<file path="config.mk">
export PLATFORM = sky130hd
export DESIGN_NAME = monkey_table_flat
export DESIGN_NICKNAME = d
export VERILOG_FILES = /design/src/rtl/monkey_table_if.sv /design/src/rtl/monkey_table.sv /design/src/flat_wrapper.sv
export SDC_FILE = /design/constraint.sdc
export NUM_CORES = 1
export LEC_CHECK = 0
export ABC_CLOCK_PERIOD_IN_PS = 5700
export CAP_MARGIN = 20
export CORE_ASPECT_RATIO = 0.6
export CORE_MARGIN = 8
export CORE_UTILIZATION = 63
export CTS_CLUSTER_DIAMETER = 80
export DETAILED_ROUTE_END_ITERATION = 16
export PLACE_DENSITY = 0.94
export SETUP_SLACK_MARGIN = 0.2
export SLEW_MARGIN = 20
export SYNTH_ARGS = -nofsm -noshare
export SYNTH_HDL_FRONTEND = slang
export SYNTH_SLANG_ARGS = --single-unit
</file>
<file path="constraint.sdc">
create_clock -name Clk -period 5.7 [get_ports Clk]
set_clock_uncertainty 0.2 [all_clocks]
set_input_delay 1.14 -clock Clk [delete_from_list [all_inputs] [get_ports Clk]]
set_output_delay 1.14 -clock Clk [all_outputs]
set_load 0.02 [all_outputs]
</file>
<file path="src/rtl/monkey_table_if.sv">
// monkey_table_if: request, random-read and scan bus of the placed-monkey table.
// The slave modport is the table, the master modport is the placement/draw side.
interface monkey_table_if #(
  parameter int DEPTH = 8,
  parameter int XW    = 10,
  parameter int YW    = 10,
  parameter int TW    = 2
);
  localparam int IW = $clog2(DEPTH);
  localparam int CW = $clog2(DEPTH + 1);

  // add request and response
  logic          Add;
  logic [XW-1:0] Add_X;
  logic [YW-1:0] Add_Y;
  logic [TW-1:0] Add_Type;
  logic          Add_Ack;
  logic          Add_Err;
  logic [IW-1:0] Add_Idx;

  // delete and move
  logic          Del;
  logic [IW-1:0] Del_Idx;
  logic          Wr;
  logic [IW-1:0] Wr_Idx;
  logic [XW-1:0] Wr_X;
  logic [YW-1:0] Wr_Y;

  // random read
  logic [IW-1:0] Rd_Idx;
  logic          Rd_Valid;
  logic [XW-1:0] Rd_X;
  logic [YW-1:0] Rd_Y;
  logic [TW-1:0] Rd_Type;

  // scan stream
  logic          Scan_Start;
  logic          Scan_Ready;
  logic          Scan_Busy;
  logic          Scan_Vld;
  logic [IW-1:0] Scan_Idx;
  logic [XW-1:0] Scan_X;
  logic [YW-1:0] Scan_Y;
  logic [TW-1:0] Scan_Type;
  logic          Scan_Done;

  // occupancy
  logic [CW-1:0] Count;
  logic          Full;
  logic          Empty;

  modport slave (
    input  Add, Add_X, Add_Y, Add_Type, Del, Del_Idx, Wr, Wr_Idx, Wr_X, Wr_Y,
           Rd_Idx, Scan_Start, Scan_Ready,
    output Add_Ack, Add_Err, Add_Idx, Rd_Valid, Rd_X, Rd_Y, Rd_Type,
           Scan_Busy, Scan_Vld, Scan_Idx, Scan_X, Scan_Y, Scan_Type, Scan_Done,
           Count, Full, Empty
  );

  modport master (
    output Add, Add_X, Add_Y, Add_Type, Del, Del_Idx, Wr, Wr_Idx, Wr_X, Wr_Y,
           Rd_Idx, Scan_Start, Scan_Ready,
    input  Add_Ack, Add_Err, Add_Idx, Rd_Valid, Rd_X, Rd_Y, Rd_Type,
           Scan_Busy, Scan_Vld, Scan_Idx, Scan_X, Scan_Y, Scan_Type, Scan_Done,
           Count, Full, Empty
  );
endinterface

</file>
<file path="src/rtl/monkey_table.sv">
// monkey_table: slot store for placed monkeys (X/Y/type + valid bit).
// Lowest-free-slot allocation, delete, in-place move, combinational
// random read and a ready/valid scan engine that walks every slot.
module monkey_table #(
  parameter int DEPTH = 8,
  parameter int XW    = 10,
  parameter int YW    = 10,
  parameter int TW    = 2
) (
  input  logic         Clk,
  input  logic         Reset,
  monkey_table_if.slave bus
);
  localparam int IW = $clog2(DEPTH);
  localparam int CW = $clog2(DEPTH + 1);
  localparam logic [IW:0]   DEPTH_W  = (IW + 1)'(DEPTH);
  localparam logic [IW-1:0] LAST_IDX = IW'(DEPTH - 1);
  localparam logic [CW-1:0] FULL_CNT = CW'(DEPTH);

  typedef enum logic [1:0] {
    S_IDLE = 2'd0,
    S_SCAN = 2'd1,
    S_DONE = 2'd2
  } scan_state_t;

  // Slot storage: kept in flops because the read port is combinational.
  logic          valid_q [DEPTH];
  logic [XW-1:0] x_q     [DEPTH];
  logic [YW-1:0] y_q     [DEPTH];
  logic [TW-1:0] type_q  [DEPTH];

  logic [CW-1:0] count_q, count_d;

  logic          add_ack_q, add_err_q;
  logic [IW-1:0] add_idx_q;

  scan_state_t   state_q;
  logic [IW-1:0] ptr_q;
  logic          scan_busy_q, scan_vld_q, scan_done_q;
  logic [IW-1:0] scan_idx_q;
  logic [XW-1:0] scan_x_q;
  logic [YW-1:0] scan_y_q;
  logic [TW-1:0] scan_type_q;

  logic          free_found;
  logic [IW-1:0] free_idx;
  logic          add_ok, del_ok, wr_ok;
  logic [DEPTH-1:0] add_hit, del_hit, wr_hit;

  logic          rd_valid;
  logic [XW-1:0] rd_x;
  logic [YW-1:0] rd_y;
  logic [TW-1:0] rd_type;

  // Guards non-power-of-two depths against indices past the last slot.
  function automatic logic in_range(input logic [IW-1:0] idx);
    return ({1'b0, idx} < DEPTH_W);
  endfunction

  // Lowest invalid slot as of the current state; a slot deleted this cycle
  // is still valid here, so it can never be handed out by the same edge.
  always_comb begin
    free_found = 1'b0;
    free_idx   = '0;
    for (int i = DEPTH - 1; i >= 0; i--) begin
      if (!valid_q[i]) begin
        free_found = 1'b1;
        free_idx   = IW'(i);
      end
    end
  end

  assign add_ok = bus.Add && free_found;
  assign del_ok = bus.Del && in_range(bus.Del_Idx) && valid_q[bus.Del_Idx];
  // A delete on the same slot beats a move.
  assign wr_ok  = bus.Wr && in_range(bus.Wr_Idx) && valid_q[bus.Wr_Idx] &&
                  !(bus.Del && (bus.Del_Idx == bus.Wr_Idx));

  // Per-slot strobes; add targets an invalid slot, del/wr target valid ones,
  // so at most one strobe is ever active per slot.
  for (genvar gi = 0; gi < DEPTH; gi++) begin : g_hit
    assign add_hit[gi] = add_ok && (free_idx == IW'(gi));
    assign del_hit[gi] = del_ok && (bus.Del_Idx == IW'(gi));
    assign wr_hit[gi]  = wr_ok  && (bus.Wr_Idx  == IW'(gi));
  end

  // Slot update: add writes the whole record, del drops only the valid bit,
  // move rewrites position and keeps the tower type.
  always_ff @(posedge Clk) begin
    if (!Reset) begin
      for (int i = 0; i < DEPTH; i++) begin
        valid_q[i] <= 1'b0;
        x_q[i]     <= '0;
        y_q[i]     <= '0;
        type_q[i]  <= '0;
      end
    end else begin
      for (int i = 0; i < DEPTH; i++) begin
        if (add_hit[i]) begin
          valid_q[i] <= 1'b1;
          x_q[i]     <= bus.Add_X;
          y_q[i]     <= bus.Add_Y;
          type_q[i]  <= bus.Add_Type;
        end else if (del_hit[i]) begin
          valid_q[i] <= 1'b0;
        end else if (wr_hit[i]) begin
          x_q[i]     <= bus.Wr_X;
          y_q[i]     <= bus.Wr_Y;
        end
      end
    end
  end

  // Occupancy follows the actual effects of add and delete.
  always_comb begin
    count_d = count_q + CW'(add_ok) - CW'(del_ok);
  end

  // Occupancy counter and one-cycle add response.
  always_ff @(posedge Clk) begin
    if (!Reset) begin
      count_q   <= '0;
      add_ack_q <= 1'b0;
      add_err_q <= 1'b0;
      add_idx_q <= '0;
    end else begin
      count_q   <= count_d;
      add_ack_q <= add_ok;
      add_err_q <= bus.Add && !free_found;
      add_idx_q <= add_ok ? free_idx : '0;
    end
  end

  // Random-read port, straight from the slot flops.
  always_comb begin
    rd_valid = 1'b0;
    rd_x     = '0;
    rd_y     = '0;
    rd_type  = '0;
    if (in_range(bus.Rd_Idx)) begin
      rd_valid = valid_q[bus.Rd_Idx];
      rd_x     = x_q[bus.Rd_Idx];
      rd_y     = y_q[bus.Rd_Idx];
      rd_type  = type_q[bus.Rd_Idx];
    end
  end

  // Scan engine: the first SCAN cycle loads beat 0; afterwards a beat is
  // replaced once it completes (invalid, or valid and accepted). Completion
  // of the last slot's beat ends the scan with a one-cycle Done.
  always_ff @(posedge Clk) begin
    if (!Reset) begin
      state_q     <= S_IDLE;
      ptr_q       <= '0;
      scan_busy_q <= 1'b0;
      scan_vld_q  <= 1'b0;
      scan_done_q <= 1'b0;
      scan_idx_q  <= '0;
      scan_x_q    <= '0;
      scan_y_q    <= '0;
      scan_type_q <= '0;
    end else begin
      scan_done_q <= 1'b0;
      case (state_q)
        S_IDLE: begin
          if (bus.Scan_Start) begin
            state_q <= S_SCAN;
            ptr_q   <= '0;
          end
        end
        S_SCAN: begin
          if (!scan_busy_q || !scan_vld_q || bus.Scan_Ready) begin
            if (scan_busy_q && (scan_idx_q == LAST_IDX)) begin
              state_q     <= S_DONE;
              scan_busy_q <= 1'b0;
              scan_vld_q  <= 1'b0;
              scan_done_q <= 1'b1;
            end else begin
              scan_busy_q <= 1'b1;
              scan_idx_q  <= ptr_q;
              scan_vld_q  <= valid_q[ptr_q];
              scan_x_q    <= x_q[ptr_q];
              scan_y_q    <= y_q[ptr_q];
              scan_type_q <= type_q[ptr_q];
              ptr_q       <= ptr_q + IW'(1);
            end
          end
        end
        S_DONE: begin
          state_q <= S_IDLE;
        end
        default: begin
          state_q <= S_IDLE;
        end
      endcase
    end
  end

  assign bus.Add_Ack   = add_ack_q;
  assign bus.Add_Err   = add_err_q;
  assign bus.Add_Idx   = add_idx_q;
  assign bus.Rd_Valid  = rd_valid;
  assign bus.Rd_X      = rd_x;
  assign bus.Rd_Y      = rd_y;
  assign bus.Rd_Type   = rd_type;
  assign bus.Scan_Busy = scan_busy_q;
  assign bus.Scan_Vld  = scan_vld_q;
  assign bus.Scan_Idx  = scan_idx_q;
  assign bus.Scan_X    = scan_x_q;
  assign bus.Scan_Y    = scan_y_q;
  assign bus.Scan_Type = scan_type_q;
  assign bus.Scan_Done = scan_done_q;
  assign bus.Count     = count_q;
  assign bus.Full      = (count_q == FULL_CNT);
  assign bus.Empty     = (count_q == '0);
endmodule
</file>
<file path="src/flat_wrapper.sv">
// flat-port wrapper written by rule: the top's interface ports become plain ports
module monkey_table_flat 
#(
  parameter int DEPTH = 8,
  parameter int XW    = 10,
  parameter int YW    = 10,
  parameter int TW    = 2
)
  (Clk, Reset, bus_Add, bus_Add_X, bus_Add_Y, bus_Add_Type, bus_Del, bus_Del_Idx, bus_Wr, bus_Wr_Idx, bus_Wr_X, bus_Wr_Y, bus_Rd_Idx, bus_Scan_Start, bus_Scan_Ready, bus_Add_Ack, bus_Add_Err, bus_Add_Idx, bus_Rd_Valid, bus_Rd_X, bus_Rd_Y, bus_Rd_Type, bus_Scan_Busy, bus_Scan_Vld, bus_Scan_Idx, bus_Scan_X, bus_Scan_Y, bus_Scan_Type, bus_Scan_Done, bus_Count, bus_Full, bus_Empty);
  monkey_table_if #(.DEPTH(DEPTH), .XW(XW), .YW(YW), .TW(TW)) bus_i ();
  input  logic Clk;
  input  logic Reset;
  input wire logic [$bits(bus_i.Add)-1:0] bus_Add;
  input wire logic [$bits(bus_i.Add_X)-1:0] bus_Add_X;
  input wire logic [$bits(bus_i.Add_Y)-1:0] bus_Add_Y;
  input wire logic [$bits(bus_i.Add_Type)-1:0] bus_Add_Type;
  input wire logic [$bits(bus_i.Del)-1:0] bus_Del;
  input wire logic [$bits(bus_i.Del_Idx)-1:0] bus_Del_Idx;
  input wire logic [$bits(bus_i.Wr)-1:0] bus_Wr;
  input wire logic [$bits(bus_i.Wr_Idx)-1:0] bus_Wr_Idx;
  input wire logic [$bits(bus_i.Wr_X)-1:0] bus_Wr_X;
  input wire logic [$bits(bus_i.Wr_Y)-1:0] bus_Wr_Y;
  input wire logic [$bits(bus_i.Rd_Idx)-1:0] bus_Rd_Idx;
  input wire logic [$bits(bus_i.Scan_Start)-1:0] bus_Scan_Start;
  input wire logic [$bits(bus_i.Scan_Ready)-1:0] bus_Scan_Ready;
  output wire logic [$bits(bus_i.Add_Ack)-1:0] bus_Add_Ack;
  output wire logic [$bits(bus_i.Add_Err)-1:0] bus_Add_Err;
  output wire logic [$bits(bus_i.Add_Idx)-1:0] bus_Add_Idx;
  output wire logic [$bits(bus_i.Rd_Valid)-1:0] bus_Rd_Valid;
  output wire logic [$bits(bus_i.Rd_X)-1:0] bus_Rd_X;
  output wire logic [$bits(bus_i.Rd_Y)-1:0] bus_Rd_Y;
  output wire logic [$bits(bus_i.Rd_Type)-1:0] bus_Rd_Type;
  output wire logic [$bits(bus_i.Scan_Busy)-1:0] bus_Scan_Busy;
  output wire logic [$bits(bus_i.Scan_Vld)-1:0] bus_Scan_Vld;
  output wire logic [$bits(bus_i.Scan_Idx)-1:0] bus_Scan_Idx;
  output wire logic [$bits(bus_i.Scan_X)-1:0] bus_Scan_X;
  output wire logic [$bits(bus_i.Scan_Y)-1:0] bus_Scan_Y;
  output wire logic [$bits(bus_i.Scan_Type)-1:0] bus_Scan_Type;
  output wire logic [$bits(bus_i.Scan_Done)-1:0] bus_Scan_Done;
  output wire logic [$bits(bus_i.Count)-1:0] bus_Count;
  output wire logic [$bits(bus_i.Full)-1:0] bus_Full;
  output wire logic [$bits(bus_i.Empty)-1:0] bus_Empty;
  assign bus_i.Add = bus_Add;
  assign bus_i.Add_X = bus_Add_X;
  assign bus_i.Add_Y = bus_Add_Y;
  assign bus_i.Add_Type = bus_Add_Type;
  assign bus_i.Del = bus_Del;
  assign bus_i.Del_Idx = bus_Del_Idx;
  assign bus_i.Wr = bus_Wr;
  assign bus_i.Wr_Idx = bus_Wr_Idx;
  assign bus_i.Wr_X = bus_Wr_X;
  assign bus_i.Wr_Y = bus_Wr_Y;
  assign bus_i.Rd_Idx = bus_Rd_Idx;
  assign bus_i.Scan_Start = bus_Scan_Start;
  assign bus_i.Scan_Ready = bus_Scan_Ready;
  assign bus_Add_Ack = bus_i.Add_Ack;
  assign bus_Add_Err = bus_i.Add_Err;
  assign bus_Add_Idx = bus_i.Add_Idx;
  assign bus_Rd_Valid = bus_i.Rd_Valid;
  assign bus_Rd_X = bus_i.Rd_X;
  assign bus_Rd_Y = bus_i.Rd_Y;
  assign bus_Rd_Type = bus_i.Rd_Type;
  assign bus_Scan_Busy = bus_i.Scan_Busy;
  assign bus_Scan_Vld = bus_i.Scan_Vld;
  assign bus_Scan_Idx = bus_i.Scan_Idx;
  assign bus_Scan_X = bus_i.Scan_X;
  assign bus_Scan_Y = bus_i.Scan_Y;
  assign bus_Scan_Type = bus_i.Scan_Type;
  assign bus_Scan_Done = bus_i.Scan_Done;
  assign bus_Count = bus_i.Count;
  assign bus_Full = bus_i.Full;
  assign bus_Empty = bus_i.Empty;
  monkey_table #(.DEPTH(DEPTH), .XW(XW), .YW(YW), .TW(TW)) u_core (.Clk(Clk), .Reset(Reset), .bus(bus_i));
endmodule
</file>
==> results.py <==
metrics = {
    "placement": {
        "hpwl_um": 24800,
        "port_buffers": 119,
        "globalplace.congestion": 0.888,
        "pre_cts_ws_ns": 1.20,
    },
    "timing": {
        "clock.fmax_mhz": 221,
        "period_needed_ns": 4.53,
        "slew_headroom": 0.170,
        "hold_viol": 0,
        "rsz0062_at_grt": "no",
        "worstMarginPinSlew_ns": 1.25,
        "finalSetupViolations": 0,
        "slew_viol_final": 0,
        "post-route-period-util": 0.796,
        "fin_setup_tns_ns": 0,
        "setup_ws_ns": 1.17,
    },
    "synth": {
        "synth_edf_count": 179,
        "syn-num-nets": 1037,
        "synth.distinct_cells": 60,
        "synth_common_cells": "179 x edfxtp_1, 96 x a22o_1, 94 x mux4_2",
        "ys_top_cells_by_area": "edfxtp_1 42%, mux4_2 17%, dfxtp_1 7.8%",
        "synth_seq_area_share": 0.499,
        "postSynthCellCount": 971,
        "synthFlopType": "edfxtp_1",
        "synth_top_area_share": 0.421,
        "netlist_area_um2": 12800,
        "ys_warn_count": 0,
        "async_reset_ff_frac": 0,
        "synth-seq-cells": 229,
        "synth_most_common_cell": "edfxtp_1",
        "postSynthAreaPerCell_um2": 13.2,
        "synth_top_cell_by_area": "edfxtp_1",
    },
    "floorplan": {
        "rows": 40,
        "io_pins": 120,
        "die_w_um": 200,
        "dieArea_um2": 25200,
        "initial_core_util": 0.641,
        "fp.coreArea_um2": 19900,
        "die_h_um": 126,
    },
    "cts": {
        "cts_max_level": 1,
        "cts_buffers": 22,
        "holdBufCountCts": 0,
        "clockBufferDepth": 3,
        "clk_pin_slew_ns": 0.07,
        "cts_root_buf": "clkbuf_16",
        "tritoncts": "done",
        "cts_sinks": 229,
        "cts_resized": 0,
        "clock_latency_ns": 0.52,
        "cts_setup_buffers": 0,
    },
    "detailed_routing": {
        "postRouteAntennaNets": 0,
        "vias": 10100,
        "wl_um": 41200,
        "wl_per_cell_um": 31.1,
        "drc": 0,
        "drt-vias-per-instance": 7.67,
        "drtPass1Iterations": 6,
        "drt_iter0_drc": 1643,
    },
    "worst_hold_path": {
        "hold_path.class": "flop to flop",
    },
    "global_route": {
        "antenna_found_initial": 1,
        "met2_usage": 0.486,
        "gr-usage-met1": 0.416,
        "met3_usage": 0.110,
        "grt-ovfl-total": 0,
        "grt_first_pass_wirelength_um": 61400,
        "grt_pass1_vias": 10400,
        "grt_max_degree": 65,
        "top_usage_layer": "met2",
        "grt_usage": 0.320,
    },
    "cells_and_area": {
        "drive_gt1_frac": 0.195,
        "area_growth_pct": 16.7,
        "nets": 1099,
    },
    "outcome": {
        "outcome": "completed",
    },
    "pwr": {
        "p_per_area_nw_per_um2": 280,
        "leakage_nw": 5.27,
        "ir_drop_v": 0.000229,
    },
    "worst_setup_path": {
        "startpoint_type": "input pin",
        "endpoint_kind": "output pin",
        "crit_path_max_fanout": 24,
        "worst_ep_required_time_ns": 4.36,
        "worst-endpoint-arrival_ns": 3.19,
        "critPathKind": "input pin to output pin",
    },
    "flow_run": {
        "max-cap-violations": 0,
    },
}
==> cell type report <==
class	instances	area, µm²
diodes	1	2.50
clock buffers	36	664
clock inverters	4	45.0
fillers	1241	5010
inverters	35	131
multi-input cells	599	5900
flip-flops and latches	229	6380
well taps	273	342
repair buffers	146	1440
==> metal layers <==
metal | wire, µm | vias up
met5 | 12 | -
met4 | 1750 | 2
met3 | 7250 | 192
met2 | 18400 | 1107
met1 | 13800 | 4847
li1 | - | 3994
==> state kept, by name, indices dropped and copies added, names as in the netlist, 3 cells and up, named ones only <==
name                 cells
u_core.bus.Scan_X       10
u_core.bus.Count         4
u_core.bus.Scan_Idx      3
u_core.valid_q           8
u_core.bus.Add_Idx       3
u_core.bus.Scan_Y       10
u_core.type_q           16
u_core.y_q              80
u_core.x_q              80
u_core.ptr_q             3
==> report_power, final <==
part / total [mW] / switching (mW) / internal, mW
Combinational: 0.716 / 0.383 / 0.333
Clock: 1.48 / 0.640 / 0.842
Sequential: 1.98 / 0.0758 / 1.90
Total: 4.18 / 1.10 / 3.08
==> path summary, 6_finish.rpt <==
kind | start | endpoint | slack (ns) | cells after the start
setup / recovery | bus_Rd_Idx[1] | bus_Rd_Y[3] | 1.17 | 5
hold / removal | u_core.bus.Scan_X[4] | u_core.bus.Scan_X[4] | 0.26 | 1
setup reg to reg | u_core.valid_q[5] | u_core.x_q[7][7] | 2.69 | 4
hold reg to reg | u_core.bus.Scan_X[4] | u_core.bus.Scan_X[4] | 0.26 | 1
==> critical path, cell delays in order <==
cell,delay (ns)
buf_2,0.53
buf_12,0.29
mux4_2,0.33
mux2_2,0.28
clkdlybuf4s50_1,0.60
==> kinds of logic after synthesis <==
| logic type | synth area share |
|---|---|
| fa+ha+maj | 0.00843 |
| xor+xnor | 0.00519 |
| buf+inv | 0.0479 |
| mux | 0.224 |
| simple gates | 0.0753 |
| flops | 0.499 |
| compound gates | 0.140 |
==> metrics by stage <==
| stage | util | total power, mW | instance area [µm²] | hold WS, ns | std cells |
|---|---|---|---|---|---|
| after floorplan | - | 2.42 | 12800 | 0.286 | 971 |
| after global placement | 0.711 | 2.67 | 14200 | 0.244 | 1280 |
| after detailed placement | 0.713 | 2.71 | 14200 | 0.245 | 1282 |
| after CTS | 0.748 | 4.16 | 14900 | 0.266 | 1322 |
| after global routing | 0.748 | 4.28 | 14900 | 0.288 | 1322 |
| final | 0.748 | 4.18 | 14900 | 0.263 | 1323 |
==> cells in the final DEF, fill, tap and decap left out, types with 4 or more instances in the layout <==
master / instances
mux2i_1: 48
a21oi_1: 33
nand2_1: 65
clkbuf_16: 23
edfxtp_1: 179
nor3_1: 7
clkbuf_8: 4
and3_1: 4
nor2_1: 26
o2bb2ai_1: 24
o32ai_1: 20
and2_1: 7
dfxtp_1: 48
a22o_1: 96
clkbuf_1: 9
mux4_2: 94
nand2b_1: 10
clkdlybuf4s50_1: 116
buf_4: 22
a21o_1: 4
o21ai_0: 28
nand3b_1: 6
mux2_2: 23
inv_1: 35
nand3_1: 29
ha_1: 7
nand4_1: 9
Note: power is estimated with default switching activity, not from simulation.
